--- src/rtl/pixel_vector_collector.sv ---
// Packs VEC_LEN consecutive FIFO pixels into one wide vector and hands it downstream
// over valid/ready. Tracks the vector index within a frame and flags the last one.
module pixel_vector_collector #(
  parameter int unsigned DATA_WIDTH   = 16,
  parameter int unsigned VEC_LEN      = 8,
  parameter int unsigned FRAME_PIXELS = 784,
  parameter int unsigned IDX_WIDTH    = 7
) (
  input  logic                          clk,
  input  logic                          rst_n,
  input  logic                          fifo_empty,
  output logic                          fifo_rd_en,
  input  logic [DATA_WIDTH-1:0]         fifo_rd_data,
  input  logic                          fifo_rd_valid,
  output logic [VEC_LEN*DATA_WIDTH-1:0] out_vec,
  output logic                          out_valid,
  input  logic                          out_ready,
  output logic [IDX_WIDTH-1:0]          out_index,
  output logic                          out_last,
  output logic                          frame_done,
  output logic                          err_spurious
);

  localparam int unsigned FillW  = $clog2(VEC_LEN + 1);
  localparam int unsigned NumVec = FRAME_PIXELS / VEC_LEN;

  localparam logic [FillW:0]       VecLenP  = (FillW + 1)'(VEC_LEN);
  localparam logic [FillW-1:0]     LastLane = FillW'(VEC_LEN - 1);
  localparam logic [IDX_WIDTH-1:0] LastIdx  = IDX_WIDTH'(NumVec - 1);

  if ((FRAME_PIXELS % VEC_LEN) != 0) begin : g_frame_chk
    $error("FRAME_PIXELS must be a multiple of VEC_LEN");
  end
  if ((2 ** IDX_WIDTH) < NumVec) begin : g_idx_chk
    $error("IDX_WIDTH too narrow for FRAME_PIXELS/VEC_LEN vectors");
  end

  typedef enum logic [0:0] {StFill, StHold} state_e;

  state_e                  state_q, state_d;
  logic [FillW-1:0]        fill_q, fill_d;
  logic                    inflight_q, inflight_d;
  logic [DATA_WIDTH-1:0]   lanes_q [VEC_LEN];
  logic [DATA_WIDTH-1:0]   lanes_d [VEC_LEN];
  logic                    out_valid_q, out_valid_d;
  logic [IDX_WIDTH-1:0]    out_index_q, out_index_d;
  logic                    frame_done_q, frame_done_d;
  logic                    err_q, err_d;

  logic                    rd_en;
  logic                    rd_valid_ok;
  logic [FillW:0]          pending;

  for (genvar k = 0; k < VEC_LEN; k++) begin : g_pack
    assign out_vec[k*DATA_WIDTH +: DATA_WIDTH] = lanes_q[k];
  end

  assign out_valid    = out_valid_q;
  assign out_index    = out_index_q;
  assign out_last     = (out_index_q == LastIdx);
  assign frame_done   = frame_done_q;
  assign err_spurious = err_q;
  // Reads must not be requested while the block is held in reset.
  assign fifo_rd_en   = rd_en & rst_n;

  always_comb begin
    state_d      = state_q;
    fill_d       = fill_q;
    inflight_d   = inflight_q;
    lanes_d      = lanes_q;
    out_valid_d  = out_valid_q;
    out_index_d  = out_index_q;
    frame_done_d = 1'b0;
    err_d        = err_q;
    rd_en        = 1'b0;

    pending     = {1'b0, fill_q} + {{FillW{1'b0}}, inflight_q};
    rd_valid_ok = fifo_rd_valid && inflight_q && (state_q == StFill);

    // Data with no matching request is dropped and flagged permanently.
    if (fifo_rd_valid && !rd_valid_ok) begin
      err_d = 1'b1;
    end

    unique case (state_q)
      StFill: begin
        rd_en = !fifo_empty && (pending < VecLenP);
        if (rd_en) begin
          inflight_d = 1'b1;
        end else if (fifo_rd_valid) begin
          inflight_d = 1'b0;
        end
        if (rd_valid_ok) begin
          for (int unsigned k = 0; k < VEC_LEN; k++) begin
            if (fill_q == FillW'(k)) begin
              lanes_d[k] = fifo_rd_data;
            end
          end
          if (fill_q == LastLane) begin
            fill_d      = '0;
            state_d     = StHold;
            out_valid_d = 1'b1;
          end else begin
            fill_d = fill_q + FillW'(1);
          end
        end
      end
      StHold: begin
        if (out_ready) begin
          out_valid_d = 1'b0;
          state_d     = StFill;
          if (out_last) begin
            out_index_d  = '0;
            frame_done_d = 1'b1;
          end else begin
            out_index_d = out_index_q + IDX_WIDTH'(1);
          end
        end
      end
      default: state_d = StFill;
    endcase
  end

  always_ff @(posedge clk or negedge rst_n) begin
    if (!rst_n) begin
      state_q      <= StFill;
      fill_q       <= '0;
      inflight_q   <= 1'b0;
      lanes_q      <= '{default: '0};
      out_valid_q  <= 1'b0;
      out_index_q  <= '0;
      frame_done_q <= 1'b0;
      err_q        <= 1'b0;
    end else begin
      state_q      <= state_d;
      fill_q       <= fill_d;
      inflight_q   <= inflight_d;
      lanes_q      <= lanes_d;
      out_valid_q  <= out_valid_d;
      out_index_q  <= out_index_d;
      frame_done_q <= frame_done_d;
      err_q        <= err_d;
    end
  end

endmodule

--- config.mk ---
export PLATFORM = sky130hd
export DESIGN_NAME = pixel_vector_collector
export DESIGN_NICKNAME = d
export VERILOG_FILES = /design/src/rtl/pixel_vector_collector.sv
export SDC_FILE = /design/constraint.sdc
export NUM_CORES = 1
export LEC_CHECK = 0
export BUFFER_PORTS_ARGS = -buffer_cell sky130_fd_sc_hd__buf_2
export CORE_ASPECT_RATIO = 1.75
export CORE_MARGIN = 8
export CORE_UTILIZATION = 56
export CTS_CLUSTER_DIAMETER = 50
export DETAILED_ROUTE_END_ITERATION = 16
export GPL_TIMING_DRIVEN = 0
export PLACE_DENSITY = 0.85
export SLEW_MARGIN = 0
export SYNTH_ARGS = -nofsm -noshare
export SYNTH_HDL_FRONTEND = slang
export SYNTH_SLANG_ARGS = --single-unit
--- constraint.sdc ---
create_clock -name clk -period 5.3 [get_ports clk]
set_clock_uncertainty 0.2 [all_clocks]
set_input_delay 1.06 -clock clk [delete_from_list [all_inputs] [get_ports clk]]
set_output_delay 1.06 -clock clk [all_outputs]
set_load 0.03 [all_outputs]
==> results.md <==
- Result of the run: finished, final reports clean
- Combinational fraction of design power: 43.3%
- Post-route antenna net violation count: 0
- Number of hold-repair buffers added at the cts stage: 0
- Hold Vio Cnt, Final: 0
- Post-synth EDFFs: 0
- Initial antenna violation count: 0
- Total congestion overflow: 0
- Average cell area after synthesis: 16.0 um^2
- Cell internal power dissipation: 3.22 mW
- All-Layer GR Usage: 22.0%
- Sink count of the clock tree: 144
- Post-CTS Setup Repair Bufs: 0
- Proportion of power drawn by flip-flops and latches: 34.4%
- Area Growth Syn to Fin: 28.1%
- Worst vdd ir: 0.000377 V
- Number of buffers inserted during clock tree synthesis: 17
- Number of buffers added on ports: 160
- Final weighted congestion in routability-driven placement: 0.851
- # H-tree levels: 4
- TritonCTS clock tree: built
- Data required time of the worst path: 4.04 ns
- Highest-utilization routing layer at the global route stage: met2
- Transition time at the pin with the least slew margin: 0.876 ns
- Global Route met1 Usage: 22.7%
- Wire length reported by the detailed router: 14800 um
- Endpoint type of the worst setup path: primary output
- WS Path Type: input pin to primary output
- Non-filler instance count after layout: 679
- Chip Width: 92.6 um
- Clock Tree Buf Depth: 2
- Part of the total power dissipated in the clock network: 22.3%
- Number of placed instances, taps included: 647
- # diodes: 0
- Io pins: 161
- RSZ-0062 raised after global routing: no
- Post-synthesis sequential area ratio: 62.6%
- Number of remaining DRC errors: 0
- Vias after detailed routing: 3728
- Standby leakage power: 3.78 nW
- Global-route wire length before repair: 23100 um
- NetSw: 2.29 mW
- Routed wire per std cell: 21.7 um
- Layout net count: 566
- CTS clk-pin slew, worst paths: 0.06 ns
- Worst path arrival time: 2.34 ns
- Shortest clock period the worst path allows after layout: 3.60 ns
- Post-synthesis cell area: 0.00575 mm^2
- First-pass iteration count of the detailed router: 4
- Flip-flop and latch count after synthesis: 144
- Share of the clock period used by the worst path: 68.0%
- Headroom to the max-slew limit: 41.4%
- Post-synth ARST share: 100%
- Max-slew violation count: 0
- GR met2 Demand/Resource: 39.9%
- Post-CTS Resized: 0
- Footprint of the flip-flops and latches: 0.00360 mm^2
- Effective utilization at floorplan: 56.9%
- Maximum fanout encountered on the critical timing path: 75
- Multi-input logic area: 0.00199 mm^2
- Sw frac: 41.5%
- Buffer cell driving the clock tree root: sky130_fd_sc_hd__clkbuf_16
- Path type of the worst min-delay path: register to register
- Utilization of the core after routing: 72.9%
- Number of warnings reported in the yosys synthesis log: 0
- Power per Cell Area: 748 mW/mm^2
- First DRT Iteration DRCs: 118
- Ratio of routed vias to standard cells: 5.49
- Gate Count Post-Synth: 359
- Die height: 150 um
- Hold Worst Slack: 0.259 ns
- Total Neg Setup Slack: 0 ns
- Core area: 0.0101 mm^2
- Net count after synthesis: 386
- Unique cell type count in the Yosys netlist: 37
- Die Area: 0.0139 mm^2
- Vias in the first global route: 4147
- Final setup violating endpoints: 0
- Met3 track demand over resource: 7.38%
- Insertion delay to the later sink of the worst-skew pair: 0.41 ns
- Max_cap viols: 0
- HPWL after detailed placement: 10600 um
- Achievable clock frequency: 277 MHz
- Leading register cell type out of synthesis: sky130_fd_sc_hd__dfrtp_1
- Critical Path Source Type: input pin
- Filler cell count in the final layout: 668
- Row count: 49
- Share of post-route cells with drive strength above 1: 62.0%
- Maximum number of pins on one net before global-route repair: 76
-- Yosys cell counts, types with 2 or more instances --
master / count / area share [%]
sky130_fd_sc_hd__or3_1: 2 / 0.22
sky130_fd_sc_hd__buf_2: 8 / 0.70
sky130_fd_sc_hd__o22ai_1: 2 / 0.22
sky130_fd_sc_hd__nor3_1: 3 / 0.26
sky130_fd_sc_hd__a21o_1: 2 / 0.26
sky130_fd_sc_hd__dfrtp_1: 144 / 63
sky130_fd_sc_hd__clkbuf_1: 3 / 0.20
sky130_fd_sc_hd__buf_6: 4 / 0.78
sky130_fd_sc_hd__or4b_4: 2 / 0.48
sky130_fd_sc_hd__nand4_1: 4 / 0.43
sky130_fd_sc_hd__mux2_2: 106 / 21
sky130_fd_sc_hd__buf_4: 2 / 0.26
sky130_fd_sc_hd__and4b_1: 2 / 0.35
sky130_fd_sc_hd__buf_8: 2 / 0.52
sky130_fd_sc_hd__o21ai_0: 7 / 0.61
sky130_fd_sc_hd__and3_1: 2 / 0.22
sky130_fd_sc_hd__nand2_1: 7 / 0.46
sky130_fd_sc_hd__xor2_1: 2 / 0.30
sky130_fd_sc_hd__mux2_4: 22 / 5.7
sky130_fd_sc_hd__nand3_1: 4 / 0.35
sky130_fd_sc_hd__nand4b_1: 2 / 0.30
sky130_fd_sc_hd__inv_1: 5 / 0.33
sky130_fd_sc_hd__nor2_1: 3 / 0.20
sky130_fd_sc_hd__ha_1: 6 / 1.3
-- sequential cells by signal (all words and copies together), names as in the netlist --
name / count
out_vec: 128
out_index: 7
fill_q: 4
err_spurious: 1
frame_done: 1
inflight_q: 1
out_valid: 1
state_q: 1
-- cell families after synthesis --
kind of cell             share of synthesized area, %
flip-flops                                       62.6
XOR/XNOR                                        0.457
AO/OA/AOI/OAI                                    1.74
AND/OR/NAND/NOR                                  4.57
multiplexers                                     26.5
buffers and inverters                            2.78
adder cells (fa/ha/maj)                          1.31
-- critical path, cell delays in order --
cell,delay [ns]
sky130_fd_sc_hd__buf_6,0.48
sky130_fd_sc_hd__buf_16,0.36
sky130_fd_sc_hd__and3_1,0.21
sky130_fd_sc_hd__buf_2,0.20
-- through the flow --
| stage | setup slack, ns | cell area (um^2) | total power, mW |
|---|---|---|---|
| after floorplan | 2.41 | 5750 | 3.50 |
| after global placement | 0.0994 | 6710 | 4.20 |
| after detailed placement | 1.60 | 6750 | 4.30 |
| after CTS | 1.60 | 7370 | 5.56 |
| after global routing | 1.51 | 7370 | 5.76 |
| final | 1.70 | 7370 | 5.51 |
-- metal layers --
metal,wire length (um),vias up
li1,-,1642
met1,5270,1927
met2,8240,134
met3,899,25
met4,342,0
met5,0,-
-- area by class of cell --
cell class                      instances  area share (%)
Buffer                                 19            1.92
Clock buffer                           20            6.33
Clock inverter                         12            2.14
Inverter                                5           0.255
Multi-Input combinational cell        191            27.0
Sequential cell                       144            48.9
Tap cell                              127            2.16
Timing Repair Buffer                  161            11.3
-- cell usage in the layout, fill, tap and decap left out, types with 3 or more instances in the layout --
cell type and instances:
sky130_fd_sc_hd__buf_2 167, sky130_fd_sc_hd__buf_6 5, sky130_fd_sc_hd__bufinv_16 3, sky130_fd_sc_hd__clkbuf_1 3
sky130_fd_sc_hd__clkbuf_16 17, sky130_fd_sc_hd__clkbuf_8 3, sky130_fd_sc_hd__clkinv_4 3, sky130_fd_sc_hd__clkinvlp_4 3
sky130_fd_sc_hd__dfrtp_1 144, sky130_fd_sc_hd__ha_1 6, sky130_fd_sc_hd__inv_1 5, sky130_fd_sc_hd__mux2_2 106
sky130_fd_sc_hd__mux2_4 22, sky130_fd_sc_hd__nand2_1 7, sky130_fd_sc_hd__nand3_1 4, sky130_fd_sc_hd__nand4_1 4
sky130_fd_sc_hd__nor2_1 3, sky130_fd_sc_hd__nor3_1 3, sky130_fd_sc_hd__o21ai_0 7
-- final timing paths --
| check | startpoint | endpoint | slack (ns) | cells after the start |
|---|---|---|---|---|
| min in group asynchronous | rst_n | frame_done$_DFF_PN0_ | 0.44 | 1 |
| hold / removal | err_spurious$_DFFE_PN0P_ | err_spurious$_DFFE_PN0P_ | 0.26 | 1 |
| setup / recovery | rst_n | fifo_rd_en | 1.70 | 4 |
| hold reg to reg | err_spurious$_DFFE_PN0P_ | err_spurious$_DFFE_PN0P_ | 0.26 | 1 |
| max in group asynchronous | rst_n | out_vec[125]$_DFFE_PN0P_ | 3.66 | 2 |
| setup reg to reg | fill_q[0]$_DFFE_PN0P_ | out_vec[120]$_DFFE_PN0P_ | 2.57 | 5 |
-- power groups by stage --
stage          combinational (mW)  sequential [mW]  clock (mW)
2_1_floorplan               0.671             2.83           0
3_3_place_gp                 2.34             1.86           0
3_5_place_dp                 2.40             1.90           0
4_1_cts                      2.42             1.89        1.25
5_1_grt                      2.51             1.95        1.30
6_report                     2.39             1.89        1.23
(Power assumes the default switching activity.)
